File: config.mk
export PLATFORM = sky130hd
export DESIGN_NAME = johnson_decoder
export DESIGN_NICKNAME = d
export VERILOG_FILES = /design/src/rtl/johnson_decoder.sv
export SDC_FILE = /design/constraint.sdc
export NUM_CORES = 1
export LEC_CHECK = 0
export BUFFER_PORTS_ARGS = -buffer_cell sky130_fd_sc_hd__buf_2
export CELL_PAD_IN_SITES_DETAIL_PLACEMENT = 0
export CELL_PAD_IN_SITES_GLOBAL_PLACEMENT = 1
export CORE_MARGIN = 3
export CORE_UTILIZATION = 38
export CTS_CLUSTER_DIAMETER = 100
export DETAILED_ROUTE_END_ITERATION = 8
export PLACE_DENSITY_LB_ADDON = 0.1
export SKIP_CTS_REPAIR_TIMING = 1
export SLEW_MARGIN = 20
export SYNTH_ARGS = -nofsm -noshare
export SYNTH_HDL_FRONTEND = slang
export SYNTH_SLANG_ARGS = --single-unit
File: constraint.sdc
create_clock -name clk -period 2.2 [get_ports clk]
set_input_delay 0.44 -clock clk [delete_from_list [all_inputs] [get_ports clk]]
set_output_delay 0.44 -clock clk [all_outputs]
set_load 0.005 [all_outputs]
File: src/rtl/johnson_decoder.sv
// Johnson-code decoder with sequence tracking.
//
// Handshake: in_valid qualifies jin for exactly the cycle it is high; there is
// no backpressure. Each sampled jin produces exactly one out_valid cycle on the
// following cycle, and all per-sample outputs are zero whenever out_valid is 0.
//
// A small FSM (SEARCH -> ACQUIRE -> LOCKED) follows the sampled codes and
// flags samples that are not the successor of the previous one. The current
// state is exposed on fsm_state for observation.
module johnson_decoder #(
    parameter  int WIDTH    = 4,
    parameter  int LOCK_CNT = 2,
    localparam int IDXW     = $clog2(2 * WIDTH)
) (
    input  logic               clk,
    input  logic               rst,
    input  logic               in_valid,
    input  logic [WIDTH-1:0]   jin,
    input  logic               err_clr,
    output logic               out_valid,
    output logic [IDXW-1:0]    idx,
    output logic [2*WIDTH-1:0] onehot,
    output logic               code_err,
    output logic               seq_err,
    output logic               locked,
    output logic [7:0]         err_cnt,
    output logic [1:0]         fsm_state
);

    localparam logic [1:0] SEARCH  = 2'd0;
    localparam logic [1:0] ACQUIRE = 2'd1;
    localparam logic [1:0] LOCKED  = 2'd2;

    localparam logic [IDXW-1:0] LAST_IDX = IDXW'(2 * WIDTH - 1);

    // Johnson code word for state index k: the first WIDTH steps fill ones in
    // from the MSB, the remaining steps drain them out from the MSB.
    function automatic logic [WIDTH-1:0] code_of(input int k);
        logic [WIDTH-1:0] c;
        c = '0;
        for (int b = 0; b < WIDTH; b++) begin
            if (k <= WIDTH) begin
                c[b] = (b >= WIDTH - k);
            end else begin
                c[b] = (b < 2 * WIDTH - k);
            end
        end
        return c;
    endfunction

    logic [1:0]         state_q, state_d;
    logic [IDXW-1:0]    ref_q, ref_d;
    logic [3:0]         good_q, good_d;

    logic               dec_legal;
    logic [IDXW-1:0]    dec_idx;
    logic [IDXW-1:0]    succ_idx;
    logic               is_succ;

    logic               seq_err_d;
    logic [IDXW-1:0]    idx_d;
    logic [2*WIDTH-1:0] onehot_d;
    logic               code_err_d;
    logic               err_inc;

    // Map jin onto its state index; anything not in the table is illegal.
    always_comb begin
        dec_legal = 1'b0;
        dec_idx   = '0;
        for (int k = 0; k < 2 * WIDTH; k++) begin
            if (jin == code_of(k)) begin
                dec_legal = 1'b1;
                dec_idx   = IDXW'(k);
            end
        end
    end

    // Expected next index after the reference, wrapping to 0 after the last state.
    always_comb begin
        succ_idx = (ref_q == LAST_IDX) ? '0 : ref_q + 1'b1;
        is_succ  = dec_legal && (dec_idx == succ_idx);
    end

    // State, reference index and good-sample counter.
    always_ff @(posedge clk or posedge rst) begin
        if (rst) begin
            state_q <= SEARCH;
            ref_q   <= '0;
            good_q  <= '0;
        end else begin
            state_q <= state_d;
            ref_q   <= ref_d;
            good_q  <= good_d;
        end
    end

    // Next-state logic; cycles without in_valid hold everything.
    always_comb begin
        state_d   = state_q;
        ref_d     = ref_q;
        good_d    = good_q;
        seq_err_d = 1'b0;
        if (in_valid) begin
            case (state_q)
                SEARCH: begin
                    if (dec_legal) begin
                        state_d = ACQUIRE;
                        ref_d   = dec_idx;
                        good_d  = '0;
                    end
                end
                ACQUIRE: begin
                    if (!dec_legal) begin
                        state_d = SEARCH;
                        good_d  = '0;
                    end else if (is_succ) begin
                        ref_d = dec_idx;
                        if (good_q + 4'd1 == 4'(LOCK_CNT)) begin
                            state_d = LOCKED;
                            good_d  = '0;
                        end else begin
                            good_d = good_q + 4'd1;
                        end
                    end else begin
                        seq_err_d = 1'b1;
                        ref_d     = dec_idx;
                        good_d    = '0;
                    end
                end
                LOCKED: begin
                    if (!dec_legal) begin
                        state_d = SEARCH;
                    end else if (is_succ) begin
                        ref_d = dec_idx;
                    end else begin
                        seq_err_d = 1'b1;
                        state_d   = ACQUIRE;
                        ref_d     = dec_idx;
                        good_d    = '0;
                    end
                end
                default: begin
                    state_d = SEARCH;
                    ref_d   = '0;
                    good_d  = '0;
                end
            endcase
        end
    end

    // Per-sample output values, zero unless a legal/illegal sample is present.
    always_comb begin
        idx_d      = '0;
        onehot_d   = '0;
        code_err_d = 1'b0;
        if (in_valid) begin
            if (dec_legal) begin
                idx_d            = dec_idx;
                onehot_d[dec_idx] = 1'b1;
            end else begin
                code_err_d = 1'b1;
            end
        end
        err_inc = in_valid && (state_q == LOCKED) && !is_succ;
    end

    // Output register: one-cycle latency, zeroed on reset so in-flight samples vanish.
    always_ff @(posedge clk or posedge rst) begin
        if (rst) begin
            out_valid <= 1'b0;
            idx       <= '0;
            onehot    <= '0;
            code_err  <= 1'b0;
            seq_err   <= 1'b0;
            err_cnt   <= '0;
        end else begin
            out_valid <= in_valid;
            idx       <= idx_d;
            onehot    <= onehot_d;
            code_err  <= code_err_d;
            seq_err   <= in_valid && seq_err_d;
            if (err_clr) begin
                err_cnt <= '0;
            end else if (err_inc && (err_cnt != 8'hFF)) begin
                err_cnt <= err_cnt + 8'd1;
            end
        end
    end

    assign locked    = (state_q == LOCKED);
    assign fsm_state = state_q;

endmodule

==> summary.md <==
| Metric | Value |
|---|---|
| Fin Clk Skew | 0.00655 ns |
| Metal3 WL | 195 um |
| Peak per-stage delay on the critical path | 0.40 ns |
| Final period util | 101% |
| Wire length on met1 | 1810 um |
| Switching share of total power | 28.5% |
| Filler cells | 387 |
| CTS clk-pin slew, worst paths | 0.07 ns |
| Core area | 0.00417 mm^2 |
| GRT overflow | 0 |
| Sw power | 0.000440 W |
| WL met2 | 1650 um |
| Clock Tree Buf Depth | 2 |
| DRT iter0 DRCs | 54 |
| R2R Setup Slk | -0.02 ns |
| Die ar. | 0.00532 mm^2 |
| Crit-path max FO | 7 |
| Die height | 72.9 um |
| Vias in the first global route | 1302 |
| Residual DRC count | 0 |
| DR top layer | met4 |
| Post-route cell area | 0.00215 mm^2 |
| Die X | 72.9 um |
| Fraction of layout instances using a drive strength above 1 | 35.6% |
| Critical path startpoint | ref_q[0] |
| Register area | 776 um^2 |
| Area delta synth->final | 26.4% |
| Initial antenna violation count | 0 |
| Async SR Flop Fraction | 100% |
| Hold Path Class | primary input to async pin |
| Largest net degree at the start of global routing | 32 |
| Synthesized instance count | 169 |
| RSZ-0062 raised after global routing | true |
| Placed instance area | 0.00199 mm^2 |
| Yosys reg bits | 31 |
| WS Path Type | flop to flop |
| # setup viols final | 1 |
| R2r startpoint | ref_q[0] |
| N_diodes | 0 |
| CP Cell Sequence | ha_2 -> ha_4 -> and4b_1 -> a21oi_2 -> o32ai_2 -> o21ai_4 -> nor2_2 -> o21ai_2 -> mux2_4 |
| Post-DP HPWL | 2720 um |
| TNS Setup | -0.0247 ns |
| GRT Total Usage | 14.8% |
| Footprint of the multi-input gates | 906 um^2 |
| Wire per inst | 13.9 um |
| Clk sinks | 31 |
| Final core utilization | 51.6% |
| Inst Count DP | 257 |
| DR vias/cell | 5.16 |
| Port Buf Inserts | 32 |
| Ports | 33 |
| Max Clk Rate | 449 MHz |
| Crit path time final | 2.22 ns |
| Synth Warn # | 0 |
| CP max stage cell | dfrtp_1 |
| Finished Layout Cells | 266 |
| Via count | 1373 |
| Status | finished, violations left |
| First-pass GRT wire length | 6110 um |
| Critical path launch point type | flop |
| Clock power share | 36.5% |
| Post-synthesis sequential area ratio | 45.6% |
| Crit path arrival time | 2.40 ns |
| Max Cap Viol | 0 |
| PnR worst setup slack | -0.0247 ns |
| Top_reg_cell synth | dfrtp_1 |
| Netlist cell types | 47 |
| Flop pwr share | 40.6% |
| Synth area leaders | dfrtp_1 (46%), ha_1 (6.6%), nand2_1 (3.5%) |
| Synth top area share | 45.6% |
| Max IR drop VDD | 343 uV |
| Routability cong. | 0.851 |
| Endpoints failing hold | 0 |
| Final net count | 232 |
| Inserted Clock Buffers | 5 |
| Power, Total | 0.00155 W |
| Rel. slew slack | 73.7% |
| Final Max Slew Viols | 0 |
| Combinational power share | 22.9% |
| Count leader, synth | dfrtp_1 |
| Clk root buf | clkbuf_8 |
| Syn_area_per_cell | 10.1 um^2 |
| Final WL | 3710 um |
| Rows | 23 |
| Clock Latency Late Sink | 0.28 ns |
| Syn Nets | 186 |
| Max H-tree Level | 2 |
| Crit end category | flop |
| Int Pwr | 0.00110 W |
| Synthesized area | 0.00170 mm^2 |
| Initial Util | 40.8% |
| Cell Pwr Density | 718 mW/mm^2 |
| Worst Tran Pin Value | 0.394 ns |
| Post-synth EDFFs | 0 |
| Post-synth top cells | dfrtp_1 (31), nand2_1 (16), nor2_1 (15), a21oi_1 (11) |
| Leak | 1.05 nW |
| DRT Pass-1 Iters | 4 |
| WP data required | 2.37 ns |
| TritonCTS clock tree | built |
| Area leader, netlist | dfrtp_1 |
| Post-DRT Antenna Nets | 0 |
| Violated checks | setup timing |
## worst max-delay path, delay by kind of cell, from the launching register on
| kind | cells | cell delay (ns) |
|---|---|---|
| AO/OA/AOI/OAI | 4 | 0.69 |
| adder cells (fa/ha/maj) | 2 | 0.42 |
| flip-flops | 1 | 0.40 |
| multiplexers | 1 | 0.32 |
| AND/OR/NAND/NOR | 2 | 0.29 |
## sequential cells by signal, indices dropped and copies added (netlist names)
| signal | count |
|---|---|
| fsm_state | 2 |
| ref_q | 3 |
| onehot | 8 |
| seq_err | 1 |
| good_q | 4 |
| idx | 3 |
| code_err | 1 |
| out_valid | 1 |
| err_cnt | 8 |
## per-layer routing
| layer | up-vias | GRT usage [%] |
|---|---|---|
| met4 | 0 | 4.30 |
| met5 | - | 0 |
| li1 | 683 | - |
| met1 | 648 | 19.9 |
| met3 | 6 | 4.41 |
| met2 | 36 | 23.0 |
## cell type report
type / instances / share of cell area (%)
multi-input cells: 123 / 42.1
flip-flops and latches: 31 / 36.0
repair buffers: 45 / 12.2
clock buffers: 5 / 3.20
well taps: 50 / 2.91
clock inverters: 3 / 2.03
inverters: 9 / 1.57
## layout by cell type (no fill, tap or decap), types with 2 or more instances in the layout
cell      count
xnor2_1       3
dfrtp_1      31
xor2_1        4
nand3_1       4
o21ai_1       2
and2_1        3
nand2_1      16
o211ai_1      2
a21oi_2       6
a21oi_1       7
ha_1          7
o21ai_4       2
or3_1         3
and3_1        5
o22ai_1       2
clkbuf_8      5
nor3b_1       3
a22o_1        2
inv_1         9
mux2i_1       2
buf_4        12
o21ai_0       6
buf_2        32
or2_2         2
nor2_1       14
nand3b_1      2
or3b_2        2
## power by group through the flow
stage	combinational, W	sequential (W)	clock [W]
after floorplan	0.000221	0.000637	0
after global placement	0.000319	0.000636	0
after detailed placement	0.000323	0.000638	0
after CTS	0.000325	0.000626	0.000586
after global routing	0.000392	0.000631	0.000604
final	0.000354	0.000627	0.000564
## stage by stage
step	hold WS [ns]	setup slack, ns
2_1_floorplan	0.471	0.0299
3_3_place_gp	0.509	0.0168
3_5_place_dp	0.520	-0.114
4_1_cts	0.230	-0.120
5_1_grt	0.265	-0.102
6_report	0.222	-0.0247
## cells by family (layout without fill, tap and decap cells)
| family | count (synthesis) | in the layout | synth area share (%) |
|---|---|---|---|
| adder cells (fa/ha/maj) | 9 | 9 | 6.61 |
| buffers and inverters | 15 | 62 | 4.33 |
| AND/OR/NAND/NOR | 63 | 63 | 19.7 |
| XOR/XNOR | 7 | 7 | 3.60 |
| AO/OA/AOI/OAI | 40 | 40 | 17.7 |
| flip-flops | 31 | 31 | 45.6 |
| multiplexers | 4 | 4 | 2.50 |
## path summary, 6_finish.rpt
| path | endpoint | depth (start not counted) |
|---|---|---|
| setup / recovery | fsm_state[0] | 9 |
| hold / removal | out_valid | 3 |
| setup reg to reg | fsm_state[0] | 9 |
| hold reg to reg | good_q[2] | 1 |
| max in group asynchronous | err_cnt[0] | 3 |
| min in group clk | err_cnt[5] | 2 |
Power figures use the tool's default switching activity.
